$ cat config.mk
export PLATFORM = sky130hd
export DESIGN_NAME = keypad_key_emulator
export DESIGN_NICKNAME = d
export VERILOG_FILES = /design/src/rtl/keypad_key_emulator.sv
export SDC_FILE = /design/constraint.sdc
export NUM_CORES = 1
export LEC_CHECK = 0
export BUFFER_PORTS_ARGS = -buffer_cell sky130_fd_sc_hd__buf_2
export CORE_MARGIN = 2
export CORE_UTILIZATION = 52
export DETAILED_ROUTE_END_ITERATION = 12
export PLACE_DENSITY = 0.68
export SYNTH_ARGS = -nofsm -noshare
export SYNTH_HDL_FRONTEND = slang
export SYNTH_SLANG_ARGS = --single-unit
$ cat constraint.sdc
create_clock -name hwclk -period 2.5 [get_ports hwclk]
set_input_delay 0.75 -clock hwclk [delete_from_list [all_inputs] [get_ports hwclk]]
set_output_delay 0.75 -clock hwclk [all_outputs]
set_load 0.02 [all_outputs]
$ cat src/rtl/keypad_key_emulator.sv
// Far-end emulation of a 3x3 keypad: presses one accepted key code (1-9) as a
// closure between the latched row and column, with optional bounce, a hold time and a release gap.
module keypad_key_emulator #(
  parameter int unsigned HOLD_CYCLES   = 240000,
  parameter int unsigned GAP_CYCLES    = 240000,
  parameter int unsigned BOUNCE_CYCLES = 0,
  parameter int unsigned BOUNCE_PERIOD = 1200,
  parameter int unsigned ACTIVE_LOW    = 1
) (
  input  logic       hwclk,
  input  logic       reset,
  input  logic       keypad_r1,
  input  logic       keypad_r2,
  input  logic       keypad_r3,
  output logic       keypad_c1,
  output logic       keypad_c2,
  output logic       keypad_c3,
  input  logic [3:0] key_in,
  input  logic       key_valid,
  output logic       key_ready,
  output logic       busy,
  output logic       done,
  output logic       err,
  output logic [1:0] state_dbg
);

  // Handshake: a code is taken on a rising hwclk edge where key_valid and key_ready
  // are both high; key_ready is high only in IDLE, and nothing is queued while busy.
  typedef enum logic [1:0] {S_IDLE, S_BOUNCE, S_HOLD, S_GAP} state_t;

  localparam logic [31:0] BOUNCE_LOAD = 32'(BOUNCE_CYCLES - 1);
  localparam logic [31:0] PERIOD_LOAD = 32'(BOUNCE_PERIOD - 1);
  localparam logic [31:0] HOLD_LOAD   = 32'(HOLD_CYCLES - 1);
  localparam logic [31:0] GAP_LOAD    = 32'(GAP_CYCLES - 1);

  state_t      state;
  logic [31:0] cnt;
  logic [31:0] per_cnt;
  logic [1:0]  row_q;
  logic [1:0]  col_q;
  logic        contact_closed;

  logic        dec_ok;
  logic [1:0]  dec_row;
  logic [1:0]  dec_col;

  always_comb begin
    dec_ok  = 1'b1;
    dec_row = 2'd0;
    dec_col = 2'd0;
    case (key_in)
      4'd1: begin dec_row = 2'd0; dec_col = 2'd0; end
      4'd2: begin dec_row = 2'd0; dec_col = 2'd1; end
      4'd3: begin dec_row = 2'd0; dec_col = 2'd2; end
      4'd4: begin dec_row = 2'd1; dec_col = 2'd0; end
      4'd5: begin dec_row = 2'd1; dec_col = 2'd1; end
      4'd6: begin dec_row = 2'd1; dec_col = 2'd2; end
      4'd7: begin dec_row = 2'd2; dec_col = 2'd0; end
      4'd8: begin dec_row = 2'd2; dec_col = 2'd1; end
      4'd9: begin dec_row = 2'd2; dec_col = 2'd2; end
      default: dec_ok = 1'b0;
    endcase
  end

  always_ff @(posedge hwclk) begin
    if (reset) begin
      state          <= S_IDLE;
      cnt            <= '0;
      per_cnt        <= '0;
      row_q          <= 2'd0;
      col_q          <= 2'd0;
      contact_closed <= 1'b0;
      done           <= 1'b0;
      err            <= 1'b0;
    end else begin
      done <= 1'b0;
      err  <= 1'b0;
      case (state)
        S_IDLE: begin
          if (key_valid) begin
            if (dec_ok) begin
              row_q          <= dec_row;
              col_q          <= dec_col;
              contact_closed <= 1'b1;
              if (BOUNCE_CYCLES != 0) begin
                state   <= S_BOUNCE;
                cnt     <= BOUNCE_LOAD;
                per_cnt <= PERIOD_LOAD;
              end else begin
                state <= S_HOLD;
                cnt   <= HOLD_LOAD;
              end
            end else begin
              err <= 1'b1;
            end
          end
        end
        S_BOUNCE: begin
          if (cnt == '0) begin
            state          <= S_HOLD;
            cnt            <= HOLD_LOAD;
            contact_closed <= 1'b1;
          end else begin
            cnt <= cnt - 32'd1;
            // The contact flips once per elapsed bounce period.
            if (per_cnt == '0) begin
              contact_closed <= ~contact_closed;
              per_cnt        <= PERIOD_LOAD;
            end else begin
              per_cnt <= per_cnt - 32'd1;
            end
          end
        end
        S_HOLD: begin
          if (cnt == '0) begin
            state          <= S_GAP;
            cnt            <= GAP_LOAD;
            contact_closed <= 1'b0;
          end else begin
            cnt <= cnt - 32'd1;
          end
        end
        S_GAP: begin
          if (cnt == '0) begin
            state <= S_IDLE;
            done  <= 1'b1;
          end else begin
            cnt <= cnt - 32'd1;
          end
        end
        default: state <= S_IDLE;
      endcase
    end
  end

  assign key_ready = (state == S_IDLE);
  assign busy      = (state != S_IDLE);
  assign state_dbg = state;

  // Columns follow the rows combinationally; reset forces them idle in the same cycle.
  logic [2:0] rows_act;
  logic [2:0] cols_act;
  logic       row_hit;

  assign rows_act = (ACTIVE_LOW != 0) ? ~{keypad_r3, keypad_r2, keypad_r1}
                                      :  {keypad_r3, keypad_r2, keypad_r1};
  assign row_hit  = rows_act[row_q];
  assign cols_act = {3{contact_closed & row_hit & ~reset}} & (3'b001 << col_q);

  assign {keypad_c3, keypad_c2, keypad_c1} = (ACTIVE_LOW != 0) ? ~cols_act : cols_act;

endmodule
==> After elaboration in Yosys (flattened, before gate mapping) <==
Index checks and enable logic that the tools add are counted.
{ "word_totals": {"register_bits": 73, "latchBits": 0, "ram_bits": 0, "mem_bits_ro": 0, "input_bits": 10, "output_inout_bits": 9, "wordCells": 85, "n_memories": 0} }
{ "classes": {"n_addsub": 2, "multipliers": 0, "n_div": 0, "magnitude_cmp": 1, "n_eq_ne": 19, "shifts": 1, "mux": 25, "bitwise": 11, "n_reduce_logical": 18} }
{ "ops": {"columns": ["operator", "count"], "rows": [
  ["$mux W32", 5],
  ["$pmux W32 S3", 1],
  ["$logic_not A32 Y1", 2],
  ["$sub A32 B1 Y32 const B", 2],
  ["$eq A4 B3 Y1 const B", 4],
  ["$reduce_or A3 Y1", 5],
  ["$mux W2", 5],
  ["$ne A2 B2 Y1 const B", 5],
  ["$reduce_and A5 Y1", 2],
  ["$mux W1", 9],
  ["$reduce_or A9 Y1", 1],
  ["$eq A4 B2 Y1 const B", 2],
  ["$eq A4 B4 Y1 const B", 2],
  ["$pmux W2 S2", 2],
  ["$pmux W2 S4", 1],
  ["$not A1 Y1", 6],
  ["$not A3 Y3", 2],
  ["$reduce_and A3 Y1", 2],
  ["$eq A2 B2 Y1 const B", 2],
  ["$eq A4 B1 Y1 const B", 1],
  ["$reduce_or A2 Y1", 2],
  ["$and A3 B3 Y3", 1],
  ["$lt A2 B3 Y1 const B", 1],
  ["$ne A3 B3 Y1 const B", 1],
  ["10 further kinds", 11]
]} }

==> Logic depth before layout (Yosys ltp) <==
{ "depth": {"word_depth": 7, "depth_mapped": 9, "ltp_nobuf": 7} }

==> Worst setup path before layout <==
Ideal clock, no wire load.
{ "synth_path": {"path_type": "flip-flop to flip-flop", "start": "register cnt[26]", "end": "register cnt[7]", "setup_time_ns": 0.066, "arrival_time_ns": 2.540, "required_time_ns": 2.434, "setup_slack_ns": -0.106, "stages_incl_launch_ff": 9, "n_path_buf": 3, "period_less_slack_ns": 2.606, "path_cell_list": "dfxtp_1 > or4_4 > or4b_4 > buf_6 > or3_4 > a221o_1 > buf_6 > buf_6 > a21oi_2"} }
{ "synth_between": {"elab_chain_cells": 3, "elab_cells_between_ends": 5, "classes_between": "eq/ne (1); mux (2); reduce/logical (2)"} }
{ "synth_lines": {"columns": ["item", "line_no", "rtl"], "rows": [
  ["start, declared", "37", "logic [31:0] cnt;"],
  ["start signal, assigned", "104", "cnt <= cnt - 32'd1;"],
  ["start signal, assigned", "120", "cnt <= cnt - 32'd1;"],
  ["start signal, assigned", "128", "cnt <= cnt - 32'd1;"],
  ["$logic_not A32 Y1 (*)", "99, 115, 124", null],
  ["$mux W32 or $ne A2 B2 Y1 (tied branches)", null, null],
  ["$pmux W32 S3 or $reduce_and A3 Y1 (tied branches)", null, null]
]} }
Mark *: on every way between the ends. The rest lies on a longest branch, timed or not.
A chain may end at the register's enable or synchronous reset.

==> Worst setup path in the final report <==
{ "layout_path": {"start": "register cnt[29]", "end": "register cnt[29]"} }
{ "layout_between": {"elab_chain_cells": 3, "elab_cells_between_ends": 7, "classes_between": "add/sub (1); eq/ne (1); mux (3); reduce/logical (2)"} }
{ "layout_lines": {"columns": ["item", "line_no", "rtl"], "rows": [
  ["$sub A32 B1 Y32 or $logic_not A32 Y1 (tied branches)", null, null],
  ["$mux W32 (tied with other cells)", "124", "if (cnt == '0) begin"],
  ["$pmux W32 S3 or $reduce_and A3 Y1 (tied branches)", null, null]
]} }
Several ways; a longest one is shown, not always the timed one. The select of a mux whose other input is x is not followed.

==> impl_metrics.csv <==
group,metric,value,unit
synthesis,syn_area_per_cell,8.17,sq um
floorplanning,die_w,94.7,microns
global_route,grt_pass1_wl,18300,microns
worst_setup_path,cp-start-kind,"register",
clocking,cts.reportedPaths.clkPinSlew,0.08,ns
floorplanning,die_area,8960,sq um
layout,final_common_cell,"dfxtp_1",
layout,final_cell_mix,"dfxtp_1, buf_4, nor2_1",
timing,skew,0.00999,ns
synthesis,synthMuxAreaShare,1.20,%
pwr,p_per_area,878,nW/um^2
synthesis,synthDistinctLibCells,61,
worst_setup_path,cp_cell_sequence,"or4_4 -> or4b_4 -> or3_4 -> a221o_1 -> buf_12 -> a21oi_2",
detailed_routing,wl,11000,microns
synthesis,synth_top_area_cell,"dfxtp_1",
timing,rsz0062_at_grt,"yes",
pwr,total_power,4.52,mW
worst_setup_path,worst_path_max_delay_cell,"or4_4",
global_route,grtUsageTotal,25.5,%
layout,final_util,63.6,%
global_route,busiest_layer,"met2",
status,failed_checks,"setup timing",
timing,slew_headroom,52.5,%
synthesis,yosys.area_share.adder,2.63,%
synthesis,syn_inst,523,
detailed_routing,first_iter_violations,281,
detailed_routing,first_pass_iters,5,
global_route,grt_pass1_vias,3918,
clocking,cts_tree,"built",
worst_setup_path,worstPathRequired,2.78,ns
timing,finalHoldViolCount,0,
clocking,cts-buffers-inserted,9,
synthesis,ys_seq_elements,73,
synthesis,syn-num-nets,542,
detailed_routing,postRouteAntennaNets,0,
clocking,root_buffer,"clkbuf_8",
timing,setup_tns,-0.162,ns
timing,drv_slew,0,
floorplanning,ios,19,
global_route,met1_usage,35.3,%
pwr,ir_drop,0.000459,V
timing,post-route-worst-setup-slack,-0.0199,ns
synthesis,synth_xor_area_share,1.43,%
worst_setup_path,cp_slowest_stage_delay,0.54,ns
worst_setup_path,setup.worst_path.class,"register to register",
timing,fmax,0.397,GHz
timing,period_needed,2.52,ns
global_route,gr-usage-met2,40.7,%
synthesis,synth_compound_area_share,25.7,%
global_route,grt_max_degree,36,
synthesis,synth_flop_cell,"dfxtp_1",
global_route,antenna_found_initial,0,
synthesis,yosysWarnings,0,
layout,drive_above_1_share,26.4,%
layout,nNetsFinal,594,
hold_path,hp-class,"register to register",
synthesis,synth_top_family_by_area,"simple AND/OR/NAND/NOR gates",
floorplanning,die_y,94.7,microns
timing,worst_pin_slew,0.710,ns
clocking,cts_sinks,73,
floorplanning,core_area,8090,sq um
detailed_routing,remaining_drc_errors,0,
worst_setup_path,cpLargestDelayFamily,"simple AND/OR/NAND/NOR gates",
status,outcome,"finished with violations",
timing,hold_ws,0.479,ns
global_route,gr-usage-met3,3.67,%
detailed_routing,viasPerCell,6.30,
synthesis,syn-cell-area,4280,sq um
placed_design,dp_hpwl,7630,microns
timing,fin_crit_sh,101,%
synthesis,yosys.area_share.simple,29.6,%
worst_setup_path,cp.arrival,2.80,ns
pwr,p_leak,1.98,nW
placed_design,io_buffers,18,
clocking,worst_skew_pair.late_latency,0.35,ns
detailed_routing,wl_per_cell,16.1,microns
worst_setup_path,worst_setup_path_end_kind,"register",
flow_run,drv_cap,0,
worst_setup_path,crit_fanout,19,
global_route,grt_overflow,0,
floorplanning,start_util,52.8,%
clocking,h-tree-depth,3,
detailed_routing,num_vias,4314,
placed_design,gp_congestion,0.907,
worst_setup_path,cp_num_buf_inv,1,
synthesis,synth.area.top_cells,"dfxtp_1, a21oi_1, nor4_1",
synthesis,synth_edf_count,0,
placed_design,placement.setup.worst_slack,-0.157,ns
synthesis,async_flop_share,0,%
layout,syn2layout_area_growth,20.4,%
synthesis,yosysSeqAreaShare,34.2,%
timing,setup_viol,18,
floorplanning,row_count,33,
synthesis,synth_top_area_share,34.2,%
layout,diodes,0,
clocking,clock_path_buffers,2,
==> metal layers <==
metal | wire (microns) | up-vias
met5 | 0 | -
met4 | 148 | 0
met3 | 394 | 13
met2 | 5070 | 82
met1 | 5390 | 2090
li1 | - | 2129
==> registers in the layout, summed over array words and instances, names as in the netlist <==
| signal | count |
|---|---|
| cnt | 32 |
| col_q | 2 |
| contact_closed | 1 |
| done | 1 |
| err | 1 |
| per_cnt | 32 |
| row_q | 2 |
| state_dbg | 2 |
==> cells by family after synthesis <==
kind of cell,count (synthesis)
and+or+nand+nor,224
AOI/OAI and AO/OA,152
DFF,73
buffers and inverters,53
adders and majority gates,9
xor gates and xnor gates,7
muxes,5
==> layout make-up <==
type / count / area, sq um
Sequential cell: 73 / 1460
Inverter: 16 / 60.1
Fill cell: 742 / 2940
Multi-Input combinational cell: 397 / 2670
Clock inverter: 5 / 78.8
Tap cell: 105 / 131
Clock buffer: 11 / 141
Timing Repair Buffer: 78 / 606
==> final timing paths <==
path	slack [ns]	from	end	depth (start not counted)
worst max-delay path	-0.02	cnt[29]	cnt[29]	6
worst min-delay path	0.48	per_cnt[21]	per_cnt[21]	2
worst max register to register	-0.02	cnt[29]	cnt[29]	6
worst min register to register	0.48	per_cnt[21]	per_cnt[21]	2
==> power breakdown <==
part | internal [mW] | switching [mW] | total, mW
Combinational | 0.894 | 1.13 | 2.02
Sequential | 1.29 | 0.163 | 1.45
Clock | 0.588 | 0.454 | 1.04
Total | 2.77 | 1.75 | 4.52
==> through the flow <==
step | area (sq um) | std cells
floorplan | 4280 | 523
global placement | 4790 | 665
finish | 5150 | 685
CTS | 5060 | 681
detailed placement | 4790 | 665
global route | 5150 | 685
==> worst min-delay path: stages, from the launching register on <==
cell and delay (ns):
dfxtp_1 0.32, nand2_1 0.06, o32ai_1 0.05
==> synthesized netlist by cell type, types with 5 or more instances <==
| cell type | n |
|---|---|
| o32ai_1 | 5 |
| o31ai_1 | 15 |
| a32o_1 | 9 |
| or3_1 | 15 |
| inv_1 | 15 |
| nor4_1 | 27 |
| dfxtp_1 | 73 |
| nand2_1 | 27 |
| a21oi_1 | 42 |
| ha_1 | 9 |
| a21oi_2 | 10 |
| clkbuf_1 | 30 |
| nor2b_1 | 5 |
| o221a_2 | 10 |
| or2_2 | 7 |
| nor2_1 | 41 |
| o21ai_0 | 22 |
| o41ai_1 | 6 |
| nor3_1 | 27 |
| or4_1 | 20 |
| nand3_1 | 15 |
| xnor2_1 | 5 |
| nand4_1 | 13 |
==> repair_timing <==
action	CTS	global route
pin swaps	2	4
gates cloned	0	1
hold buffers	0	0
hold endpoints to repair	0	0
setup endpoints to repair	22	39
gates resized for setup	12	16
setup buffers	0	3
Power figures use the tool's default switching activity.
